<file path="src/rtl/fifo_read_stream.sv">
// fifo_read_stream: FIFO read-port consumer.
// Absorbs the one-cycle registered read latency of the FIFO memory and
// presents words as a first-word-fall-through valid/ready stream, using a
// 2-entry skid buffer so one word per cycle is sustained under i_ready=1.
module fifo_read_stream #(
    parameter int WIDTH = 32
) (
    input  logic             i_clk,
    input  logic             i_rst,
    input  logic             i_empty,
    output logic             o_rd_en,
    input  logic [WIDTH-1:0] i_rd_data,
    output logic             o_valid,
    input  logic             i_ready,
    output logic [WIDTH-1:0] o_data,
    output logic [1:0]       o_count
);

    logic [WIDTH-1:0] mem_q [2];
    logic             head_q, head_d;
    logic             tail_q, tail_d;
    logic [1:0]       count_q, count_d;
    logic             inflight_q;
    logic             pop, push;
    logic [1:0]       occ;

    // Handshake, issue rule and next-state pointers/count.
    // A read may be issued only if its word is guaranteed a buffer slot:
    // buffered + in-flight words stay at or below 2 after the edge.
    always_comb begin
        pop     = (count_q != 2'd0) & i_ready;
        push    = inflight_q;
        occ     = count_q + {1'b0, inflight_q};
        o_rd_en = ~i_rst & ~i_empty & ((occ < 2'd2) | pop);
        head_d  = head_q ^ pop;
        tail_d  = tail_q ^ push;
        count_d = count_q + {1'b0, push} - {1'b0, pop};
    end

    // Buffer state; reset also drops any word still returning from the FIFO.
    always_ff @(posedge i_clk) begin
        if (i_rst) begin
            mem_q[0]   <= '0;
            mem_q[1]   <= '0;
            head_q     <= 1'b0;
            tail_q     <= 1'b0;
            count_q    <= 2'd0;
            inflight_q <= 1'b0;
        end else begin
            if (push) mem_q[tail_q] <= i_rd_data;
            head_q     <= head_d;
            tail_q     <= tail_d;
            count_q    <= count_d;
            inflight_q <= o_rd_en;
        end
    end

    // Outputs come straight from registers, never gated by i_ready.
    assign o_valid = (count_q != 2'd0);
    assign o_data  = mem_q[head_q];
    assign o_count = count_q;

    // The issue rule makes an overflowing push impossible.
    a_no_overflow: assert property (@(posedge i_clk) disable iff (i_rst)
        !(push && !pop && count_q == 2'd2));

endmodule

</file>
<file path="config.mk">
export PLATFORM = sky130hd
export DESIGN_NAME = fifo_read_stream
export DESIGN_NICKNAME = d
export VERILOG_FILES = /design/src/rtl/fifo_read_stream.sv
export SDC_FILE = /design/constraint.sdc
export NUM_CORES = 1
export LEC_CHECK = 0
export CORE_MARGIN = 1
export CORE_UTILIZATION = 40
export DETAILED_ROUTE_END_ITERATION = 6
export PLACE_DENSITY_LB_ADDON = 0.05
export SLEW_MARGIN = 20
export SYNTH_ARGS = -nofsm -noshare
export SYNTH_HDL_FRONTEND = slang
export SYNTH_SLANG_ARGS = --single-unit
</file>
<file path="constraint.sdc">
create_clock -name i_clk -period 1.3 [get_ports i_clk]
set_input_delay 0.195 -clock i_clk [delete_from_list [all_inputs] [get_ports i_clk]]
set_output_delay 0.195 -clock i_clk [all_outputs]
set_load 0.05 [all_outputs]
</file>
# Yosys cells after proc, flatten, opt, wreduce, memory -nomap -nowiden
# Memories as Yosys holds them, arrays and structs flattened. A register that Yosys moved wholly into a read port is not among the register bits.
# Index checks and enable logic that the tools add are counted.
# totals
ramBits	64
wordCells	27
inputBits	36
ff_bits	5
mem_count	1
out_inout_bits	36
# mem_list
name	depth	width	read_ports	rd_clocked_by_memory_dff	wr	line_no	rtl
mem_q	2	32	1	1	2	19	logic [WIDTH-1:0] mem_q [2];
# classes
bitwise_logic	8
addsub	2
n_reduce_logical	2
n_mux	9
n_lt_le_gt_ge	1
# ops
cell	count
32-bit two-way mux	1
32-bit OR reduction	1
1-bit two-way mux	8
1-bit AND	3
2-bit by 1-bit adder with 2-bit output	1
2-bit < comparator (second input constant)	1
1-bit inverter	2
2-bit nonzero test	1
2-bit by 1-bit subtractor with 2-bit output	1
1-bit XOR	2
1-bit OR	1

# Logic depth before layout (Yosys ltp)
# Gate-level depths: netlist of the first run.
# logic_depth
depth_word	5
ltp_mapped	5
ltp_nobuf	5

# Least setup slack after synthesis of the first run
# Ideal clock, no wire load.
# synth_timing
kind	register -> output
from	register count_q[0], in the netlist o_count[0]
to	output port o_rd_en
path_stages_with_launch	4
n_path_buf	0
slack_ns	-2.374
arrival_ns	3.479
path_cell_list	dfxtp_1 > ha_1 > nor3b_1 > a2111oi_0
# synth_between
elab_chain_cells	4
# synth_rtl
item	line_no	rtl
from (decl)	22	logic [1:0] count_q, count_d;
from (signal assigned)	53	count_q <= count_d;
2-bit by 1-bit adder with 2-bit output / 2-bit nonzero test (equally long branches)	33, 31	
2-bit < comparator / 1-bit AND (equally long branches)	34, 31	
1-bit OR (*)	34	o_rd_en = ~i_rst & ~i_empty & ((occ < 2'd2) | pop);
1-bit AND (*)	34	
to (decl)	11	output logic o_rd_en,
# Mark *: on every way between the ends. The rest lies on a longest branch, timed or not.

==> results.md, run 1 <==
- Die Span X: 89.6 um
- Initial antenna violation count: 0
- Maximum number of pins on one net before global-route repair: 33
- Minimum setup slack in the final design: -0.296 ns
- Vias in the first global route: 1825
- Hold slack final: 0.529 ns
- Tcrit/Tclk final: 1.23
- Longest Clk Path Bufs: 2
- PD cells: 1920 nW/um2
- Met2 usage: 0.258
- Vias per Instance: 4.63
- Met3 Track Usage GR: 0.0484
- R2R Setup Slk: 0 ns
- Core box area: 7330 um2
- Root buffer cell: clkbuf_8
- Post-route insts no fill: 394
- Mapped Area: 3070 um2
- RR Endpoint: o_count[1]
- Reg clk slew, reported paths: 0.07 ns
- Worst Tran Pin Value: 0.456 ns
- Max-slew violation total from the final report: 0
- First-pass DRT Iterations: 4
- Max transition margin: 0.688
- CTS tree: yes
- Max-Cap Viols: 0
- Congestion Overflow GR: 0
- Critical Path End Type: primary output
- Unique cell type count in the Yosys netlist: 22
- Syn Area/Cell: 15.5 um2
- Gate power share: 0.440
- Arr. time, crit path: 1.40 ns
- TritonCTS Buffers: 9
- Initial DRC count: 74
- Clock sinks: 69
- HP Class: in -> reg
- DP HPWL: 3.80 mm
- CP Class: reg -> out
- Synth top area cells: edfxtp_1, mux2_2, and2_1
- GPL Wtd Cong: 0.749
- Global-route wire length before repair: 8.90 mm
- Final Setup Violations: 34
- DR WL/cell: 14.4 um
- Met1 GRT Util: 0.193
- Proportion of power drawn by the clock network: 0.246
- Worst Path Required: 1.11 ns
- VDD IR max: 1750 uV
- Total Wirelength: 5.67 mm
- YS warnings: 0
- Post-synth top area share: 0.626
- CP endpoint: o_data[2]
- FF+latch count, synth: 69
- RSZ-0062 raised after global routing: yes
- Hold path depth: 2
- Dpl cells: 375
- Synthesis-to-finish area growth: 55.0%
- Sequential share of the synthesized area: 0.659
- Worst reg2reg startpoint: o_count[0]
- Critical path origin: head_q
- Share of cells above drive strength 1: 0.502
- Row count: 31
- Cell-internal power: 6200 uW
- Yosys top cell by area: edfxtp_1
- Leakage: 0.00191 uW
- Mapped Nets: 236
- Result of the run: complete, but fails checks
- Post-detailed-route count of antenna-violating nets: 0
- Total track usage: 0.158
- Fin nets: 328
- Critical Path Start Type: flip-flop
- Via count: 1824
- Port bufs: 71
- Layout Skew: 0.00627 ns
- R2R depth: 6
- Pre-CTS setup slack: -0.317 ns
- Sw Pwr: 2920 uW
- Violated checks: negative setup slack
- Hold_buf cts: 0
- Drt drc: 0
- Net Sw Frac: 0.320
- Antenna cells: 0
- Initial core utilization: 0.419
- Vert. Die Dim: 89.6 um
- Final Hold Viols: 0
- CP max FO: 11
- F_max: 627 MHz
- Worst skew pair latency: 0.34 ns
- Die Area: 8020 um2
- H-Tree Depth: 3
- Gate Count Post-Synth: 198
- GRT busiest layer: met2
- Flop pwr share: 0.314
- I/O Pins: 72
- Min Tclk post-route: 1.60 ns
==> cell families (layout without fill, tap and decap cells) <==
family	after synthesis	in the layout	share of synthesized area
buf+inv	13	110	0.0224
fa+ha+maj	2	2	0.00816
flops	69	69	0.659
compound gates	6	6	0.0155
mux	33	33	0.121
xor+xnor	2	2	0.0102
simple gates	73	73	0.164
==> sequential cells by signal, indices dropped and copies added (netlist names) <==
register    cells
o_count         2
inflight_q      1
tail_q          1
mem_q          64
head_q          1
==> through the flow <==
step / power [uW] / instance area [um2] / utilization / TNS [ns]
floorplan: 5120 / 3230 / - / -0.961
global placement: 6550 / 4330 / 0.590 / -31.70
detailed placement: 6560 / 4330 / 0.590 / -31.71
CTS: 9140 / 4720 / 0.644 / -10.14
global route: 9470 / 4760 / 0.649 / -10.95
finish: 9110 / 4760 / 0.649 / -9.29
==> power by group through the flow <==
stage	logic (uW)	registers (uW)	clock network, uW
after detailed placement	3680	2880	0
after global placement	3680	2870	0
after CTS	3990	2860	2280
after global routing	4210	2890	2370
after floorplan	2190	2940	0
final	4010	2860	2240
==> area by class of cell <==
| type | count | area (um2) |
|---|---|---|
| fillers | 518 | 2570 |
| clock inverters | 7 | 138 |
| inverters | 2 | 7.51 |
| well taps | 99 | 124 |
| clock buffers | 9 | 124 |
| repair buffers | 92 | 1180 |
| flip-flops and latches | 69 | 2030 |
| multi-input cells | 116 | 1140 |
==> metal layers <==
metal,part of all wire,vias up
li1,-,886
met1,0.44,882
met2,0.50,48
met3,0.051,8
met4,0.016,0
met5,0,-
==> cells in the final DEF, fill, tap and decap left out, types with 2 or more instances in the layout <==
cell type,n
edfxtp_1,64
and2_1,36
clkdlybuf4s50_1,35
mux2_4,32
and2_2,28
buf_12,23
buf_6,16
buf_4,12
clkbuf_8,9
buf_8,5
nor2_1,4
bufinv_16,4
dfxtp_4,3
a21o_2,2
inv_1,2
==> how the worst min path moves through the flow <==
stage / endpoint / slack [ns] / start
after CTS: inflight_q / 0.51 / i_empty
after global placement: tail_q / 0.63 / tail_q
after floorplan: inflight_q / 0.28 / i_empty
after global routing: mem_q[1][15] / 0.53 / i_rd_data[15]
final: inflight_q / 0.53 / i_empty
after detailed placement: tail_q / 0.63 / tail_q
==> critical path, cell delays in order, from the launching register on <==
cell	delay, ns
dfxtp_4	0.42
buf_12	0.17
mux2_4	0.32
buf_12	0.15
==> cell usage after synthesis <==
library cell,n
edfxtp_1,64
and2_1,36
mux2_2,33
and2_2,28
clkbuf_2,6
dfxtp_1,5
buf_2,4
nor2_1,4
a2111oi_0,2
a21o_2,2
ha_1,2
inv_1,2
a21oi_1,1
and2b_2,1
and3b_2,1
buf_6,1
nor3b_1,1
nor3b_4,1
o21a_1,1
or2_2,1
xnor2_1,1
xnor3_1,1
==> repair_timing <==
item / 4_1_cts / 5_1_grt
endpoints found under the setup margin: 73 / 70
gates resized for setup: 29 / 7
gates cloned: 1 / 0
pin swaps: 1 / 2
setup buffers: 1 / 1
Power figures use the tool's default switching activity.
==> run 2: changes to the inputs <==
--- a/config.mk
+++ b/config.mk
@@ -5,7 +5,7 @@
 export SDC_FILE = /design/constraint.sdc
 export NUM_CORES = 1
 export LEC_CHECK = 0
-export CORE_MARGIN = 1
+export CORE_MARGIN = 2
 export CORE_UTILIZATION = 40
 export DETAILED_ROUTE_END_ITERATION = 6
 export PLACE_DENSITY_LB_ADDON = 0.05
==> results.md, run 2 (synthesis results as in run 1) <==
- Hold slack final: 0.515 ns (was 0.529 ns)
- Die Area: 8390 um2 (was 8020 um2)
- CTS tree: yes (unchanged)
- Worst reg2reg startpoint: inflight_q (was o_count[0])
- DR WL/cell: 14.6 um (was 14.4 um)
- Root buffer cell: clkbuf_8 (unchanged)
- Violated checks: negative setup slack (unchanged)
- Arr. time, crit path: 1.41 ns (was 1.40 ns)
- Via count: 1828 (was 1824)
- Reg area: 2030 um2 (unchanged)
- H-Tree Depth: 3 (unchanged)
- Max-slew violation total from the final report: 0 (unchanged)
- TritonCTS Buffers: 9 (unchanged)
- Biggest register: mem_q (unchanged)
- Critical Path End Type: primary output (unchanged)
- Number of flip-flops in the largest register: 64 (unchanged)
- Result of the run: complete, but fails checks (unchanged)
- Vias in the first global route: 1875 (was 1825)
- Post-detailed-route count of antenna-violating nets: 0 (unchanged)
- Tcrit/Tclk final: 1.23 (about the same)
- Critical Path Start Type: flip-flop (unchanged)
- First-pass DRT Iterations: 4 (unchanged)
- Max-Cap Viols: 0 (unchanged)
- Minimum setup slack in the final design: -0.303 ns (was -0.296 ns)
- Drt drc: 0 (unchanged)
- Total Wirelength: 5.73 mm (was 5.67 mm)
- Global-route wire length before repair: 9.03 mm (was 8.90 mm)
- Port bufs: 71 (unchanged)
- Hold_buf cts: 0 (unchanged)
- Leakage: 0.00185 uW (was 0.00191 uW)
- Worst skew pair latency: 0.34 ns (about the same)
- Final Hold Viols: 0 (unchanged)
- Multi-input logic area: 1140 um2 (about the same)
- GPL Wtd Cong: 0.720 (was 0.749)
- Share of cells above drive strength 1: 0.490 (was 0.502)
- PD cells: 1860 nW/um2 (was 1920 nW/um2)
- Longest Clk Path Bufs: 2 (unchanged)
- F_max: 624 MHz (was 627 MHz)
- Total track usage: 0.145 (was 0.158)
- Antenna cells: 0 (unchanged)
- Fin nets: 327 (was 328)
- Vert. Die Dim: 91.6 um (was 89.6 um)
- Most common cell after layout, fill and taps aside: edfxtp_1 (unchanged)
- Layout Skew: 0.00357 ns (was 0.00627 ns)
- Post-route insts no fill: 393 (was 394)
- Initial antenna violation count: 0 (unchanged)
- Hold Startpoint: i_empty (unchanged)
- Filler cells: 572 (was 518)
- Worst Tran Pin Value: 0.394 ns (was 0.456 ns)
- Row count: 31 (unchanged)
- Most frequent cells in the layout: edfxtp_1, and2_1, clkdlybuf4s50_1 (unchanged)
- HP Class: in -> reg (unchanged)
- Dpl cells: 375 (unchanged)
- Maximum number of pins on one net before global-route repair: 33 (unchanged)
- CP max FO: 4 (was 11)
- RSZ-0062 raised after global routing: yes (unchanged)
- Synthesis-to-finish area growth: 48.9% (was 55.0%)
- Worst Path Required: 1.11 ns (about the same)
- Die Span X: 91.6 um (was 89.6 um)
- Vias per Instance: 4.65 (was 4.63)
- Post-route total power: 8500 uW (was 9110 uW)
- Initial core utilization: 0.419 (unchanged)
- DP HPWL: 3.79 mm (was 3.80 mm)
- Min Tclk post-route: 1.60 ns (about the same)
- CP Class: reg -> out (unchanged)
- I/O Pins: 72 (unchanged)
- Clock sinks: 69 (unchanged)
- Reg clk slew, reported paths: 0.07 ns (about the same)
- Setup TNS: -9.18 ns (was -9.29 ns)
- Initial DRC count: 71 (was 74)
- Final Setup Violations: 34 (unchanged)
- Critical path origin: o_count[0] (was head_q)
- Max transition margin: 0.730 (was 0.688)
- VDD IR max: 1430 uV (was 1750 uV)
- Congestion Overflow GR: 0 (unchanged)
- Core box area: 7330 um2 (unchanged)
-- run 2: cell types whose count changed in the layout (fill, tap and decap cells not counted), sizes merged --
cell / before / now
clkinv: 3 / 2
bufinv: 4 / 3
buf: 57 / 56
clkbuf: 9 / 11
-- run 2: path summary, 6_finish.rpt --
path                        to  slack, ns  cells past startpoint
setup reg to reg  mem_q[0][21]       0.05                      4
setup / recovery       o_rd_en      -0.30                      3
hold / removal      inflight_q       0.51                      2
hold reg to reg         tail_q       0.64                      3
-- run 2: final cells by class --
cell class	count	share of cell area
Clock buffer	11	0.0288
Timing Repair Buffer	91	0.227
Multi-Input combinational cell	116	0.249
Tap cell	99	0.0271
Sequential cell	69	0.445
Inverter	2	0.00164
Clock inverter	5	0.0216
-- run 2: repair_timing --
item | in CTS | in global routing
pin swaps | 2 | 1
resized for setup | 37 | 4
endpoints found under the hold margin | 0 | 0
setup endpoints to repair | 35 | 34
setup buffers | 2 | 2
cloned | 0 | 0
-- run 2: worst max-delay path, stage by stage, from the launching register on --
cell and delay [ns]:
dfxtp_4 0.37, ha_4 0.18, a2111oi_4 0.34, buf_12 0.18
-- run 2: per-stage QoR --
stage | util | worst slack [ns] | instance area (um2)
after detailed placement | 0.570 | -0.280 | 4180
after floorplan | - | -0.269 | 3230
after global routing | 0.623 | -0.352 | 4570
final | 0.623 | -0.303 | 4570
after global placement | 0.570 | -0.262 | 4180
after CTS | 0.621 | -0.339 | 4550
-- run 2: per-layer routing --
layer  track usage  share of wire  routed length (um)  up-vias
met1         0.166           0.41                2370      879
met2         0.246           0.51                2920       51
met4        0.0871          0.025                 146        0
met5             0              0                   0        -
li1              -              -                   -      886
met3        0.0349          0.051                 295       12
-- run 2: power breakdown --
group | internal, uW | total [uW] | switching [uW]
Combinational | 1710 | 3660 | 1940
Sequential | 2710 | 2840 | 129
Clock | 1270 | 2010 | 740
Total | 5690 | 8500 | 2810
==> run 3: changes to the inputs <==
--- a/config.mk
+++ b/config.mk
@@ -8,7 +8,7 @@
 export CORE_MARGIN = 2
 export CORE_UTILIZATION = 40
 export DETAILED_ROUTE_END_ITERATION = 6
-export PLACE_DENSITY_LB_ADDON = 0.05
+export PLACE_DENSITY = 0.69
 export SLEW_MARGIN = 20
 export SYNTH_ARGS = -nofsm -noshare
 export SYNTH_HDL_FRONTEND = slang
==> results.md, run 3 (synthesis results as in run 1) <==
- Hold EP: inflight_q (unchanged)
- Row count: 31 (unchanged)
- Proportion of power drawn by the clock network: 0.230 (was 0.236)
- Max transition margin: 0.748 (was 0.730)
- H-Tree Depth: 3 (unchanged)
- Met3 Track Usage GR: 0.0531 (was 0.0349)
- Worst Tran Pin Value: 0.369 ns (was 0.394 ns)
- Initial DRC count: 64 (was 71)
- Congestion Overflow GR: 0 (unchanged)
- GRT busiest layer: met2 (unchanged)
- Filler cells: 534 (was 572)
- Global-route wire length before repair: 9.23 mm (was 9.03 mm)
- GPL Wtd Cong: 0.658 (was 0.720)
- Sw Pwr: 2900 uW (was 2810 uW)
- R2R depth: 4 (unchanged)
- F_max: 613 MHz (was 624 MHz)
- Die Span X: 91.6 um (unchanged)
- Met2 usage: 0.254 (was 0.246)
- Drt drc: 0 (unchanged)
- Vias in the first global route: 1892 (was 1875)
- Final instance area: 4680 um2 (was 4570 um2)
- Max-slew violation total from the final report: 0 (unchanged)
- Antenna cells: 0 (unchanged)
- Final Hold Viols: 0 (unchanged)
- Flop pwr share: 0.324 (was 0.334)
- Core box area: 7330 um2 (unchanged)
- Number of flip-flops in the largest register: 64 (unchanged)
- Via count: 1866 (was 1828)
- Post-route insts no fill: 391 (was 393)
- Clock sinks: 69 (unchanged)
- Final Setup Violations: 33 (was 34)
- Critical Path Start Type: flip-flop (unchanged)
- CTS tree: yes (unchanged)
- I/O Pins: 72 (unchanged)
- Vert. Die Dim: 91.6 um (unchanged)
- Reg clk slew, reported paths: 0.07 ns (about the same)
- VDD IR max: 1010 uV (was 1430 uV)
- Critical path's largest stage delay: 0.45 ns (was 0.37 ns)
- R2R Setup Slk: 0.07 ns (was 0.05 ns)
- DP HPWL: 3.62 mm (was 3.79 mm)
- Die Area: 8390 um2 (unchanged)
- Most common cell on crit path: buf_12
- Net Sw Frac: 0.327 (was 0.331)
- Worst skew pair latency: 0.33 ns (was 0.34 ns)
- Layout Skew: 0.00504 ns (was 0.00357 ns)
- Total Wirelength: 5.78 mm (was 5.73 mm)
- Most frequent cells in the layout: edfxtp_1, and2_1, clkdlybuf4s50_1 (unchanged)
- Initial core utilization: 0.419 (unchanged)
- Pre-CTS setup slack: -0.319 ns (was -0.280 ns)
- Total track usage: 0.147 (was 0.145)
- Tcrit/Tclk final: 1.25 (was 1.23)
- Critical Path End Type: primary output (unchanged)
- Violated checks: negative setup slack (unchanged)
- Met1 GRT Util: 0.172 (was 0.166)
- PD cells: 1890 nW/um2 (was 1860 nW/um2)
- Maximum number of pins on one net before global-route repair: 33 (unchanged)
- Most common cell after layout, fill and taps aside: edfxtp_1 (unchanged)
- RSZ-0062 raised after global routing: yes (unchanged)
- Hold_buf cts: 0 (unchanged)
- Hold Startpoint: i_empty (unchanged)
- Minimum setup slack in the final design: -0.331 ns (was -0.303 ns)
- Max-Cap Viols: 0 (unchanged)
- Post-route total power: 8840 uW (was 8500 uW)
- TritonCTS Buffers: 9 (unchanged)
- Share of cells above drive strength 1: 0.486 (was 0.490)
- Dpl cells: 373 (was 375)
- Min Tclk post-route: 1.63 ns (was 1.60 ns)
- CP max FO: 9 (was 4)
- Post-Place Cell Area: 4290 um2 (was 4180 um2)
- Arr. time, crit path: 1.44 ns (was 1.41 ns)
- CP Class: reg -> out (unchanged)
- WP buf/inv: 2 (was 1)
- Root buffer cell: clkbuf_8 (unchanged)
- Crit-path cells: buf_12, mux2_4, buf_12 (was ha_4, a2111oi_4, buf_12)
- Biggest register: mem_q (unchanged)
- RR Endpoint: mem_q[0][13] (was mem_q[0][21])
- Gate power share: 0.446 (was 0.430)
- CP top delay family: flip-flops (unchanged)
- First-pass DRT Iterations: 4 (unchanged)
- Port bufs: 71 (unchanged)
- Setup TNS: -10.21 ns (was -9.18 ns)
- Slowest stage cell, crit path: dfxtp_4 (unchanged)
- Synthesis-to-finish area growth: 52.7% (was 48.9%)
- Leakage: 0.00188 uW (was 0.00185 uW)
- Hold path depth: 2 (unchanged)
- Worst Path Required: 1.11 ns (about the same)
- Fin nets: 325 (was 327)
- DR WL/cell: 14.8 um (was 14.6 um)
- Vias per Instance: 4.77 (was 4.65)
- Longest Clk Path Bufs: 2 (unchanged)
- Cell-internal power: 5950 uW (was 5690 uW)
- HP Class: in -> reg (unchanged)
- Result of the run: complete, but fails checks (unchanged)
- Worst reg2reg startpoint: inflight_q (unchanged)
- Post-detailed-route count of antenna-violating nets: 0 (unchanged)
- Initial antenna violation count: 0 (unchanged)
-- run 3: power groups by stage --
stage | combinational, uW | clock (uW) | sequential, uW
floorplan | 2190 | 0 | 2940
global placement | 3560 | 0 | 2880
detailed placement | 3590 | 0 | 2900
CTS | 3970 | 2060 | 2870
global route | 4090 | 2170 | 2900
finish | 3940 | 2030 | 2870
-- run 3: worst register-to-register path: stages, from the launching register on --
cell,delay [ns]
dfxtp_2,0.34
buf_4,0.15
nor3b_4,0.16
buf_4,0.16
and2_2,0.19
-- run 3: what timing repair did --
action                                 in CTS  in global routing
setup buffers                               1                  0
setup endpoints to repair                  58                 65
pin swaps                                   1                  0
gates resized for setup                    36                  1
endpoints found under the hold margin       0                  0
cloned                                      1                  0
-- run 3: area by class of cell --
cell class	instances	area (um2)	area share
Clock buffer	11	131	0.0281
Clock inverter	5	98.8	0.0211
Inverter	2	7.51	0.00160
Multi-Input combinational cell	116	1140	0.244
Sequential cell	69	2030	0.434
Tap cell	99	124	0.0264
Timing Repair Buffer	89	1140	0.244
-- run 3: worst max-delay path by stage --
stage          cells past startpoint           end       start
3_5_place_dp                       3  mem_q[1][23]       i_rst
5_1_grt                            3     o_data[6]      head_q
3_3_place_gp                       3  mem_q[1][19]       i_rst
2_1_floorplan                      3       o_rd_en  o_count[0]
4_1_cts                            3    o_data[10]      head_q
6_report                           3    o_data[10]      head_q
-- run 3: metal layers --
metal,routed length [um],vias up
li1,-,886
met1,2460,912
met2,2930,59
met3,311,9
met4,78,0
met5,0,-
-- run 3: per-stage QoR --
step           hold slack, ns   util
2_1_floorplan           0.285      -
4_1_cts                 0.495  0.639
3_3_place_gp            0.613  0.585
6_report                0.509  0.639
5_1_grt                 0.520  0.639
3_5_place_dp            0.624  0.585
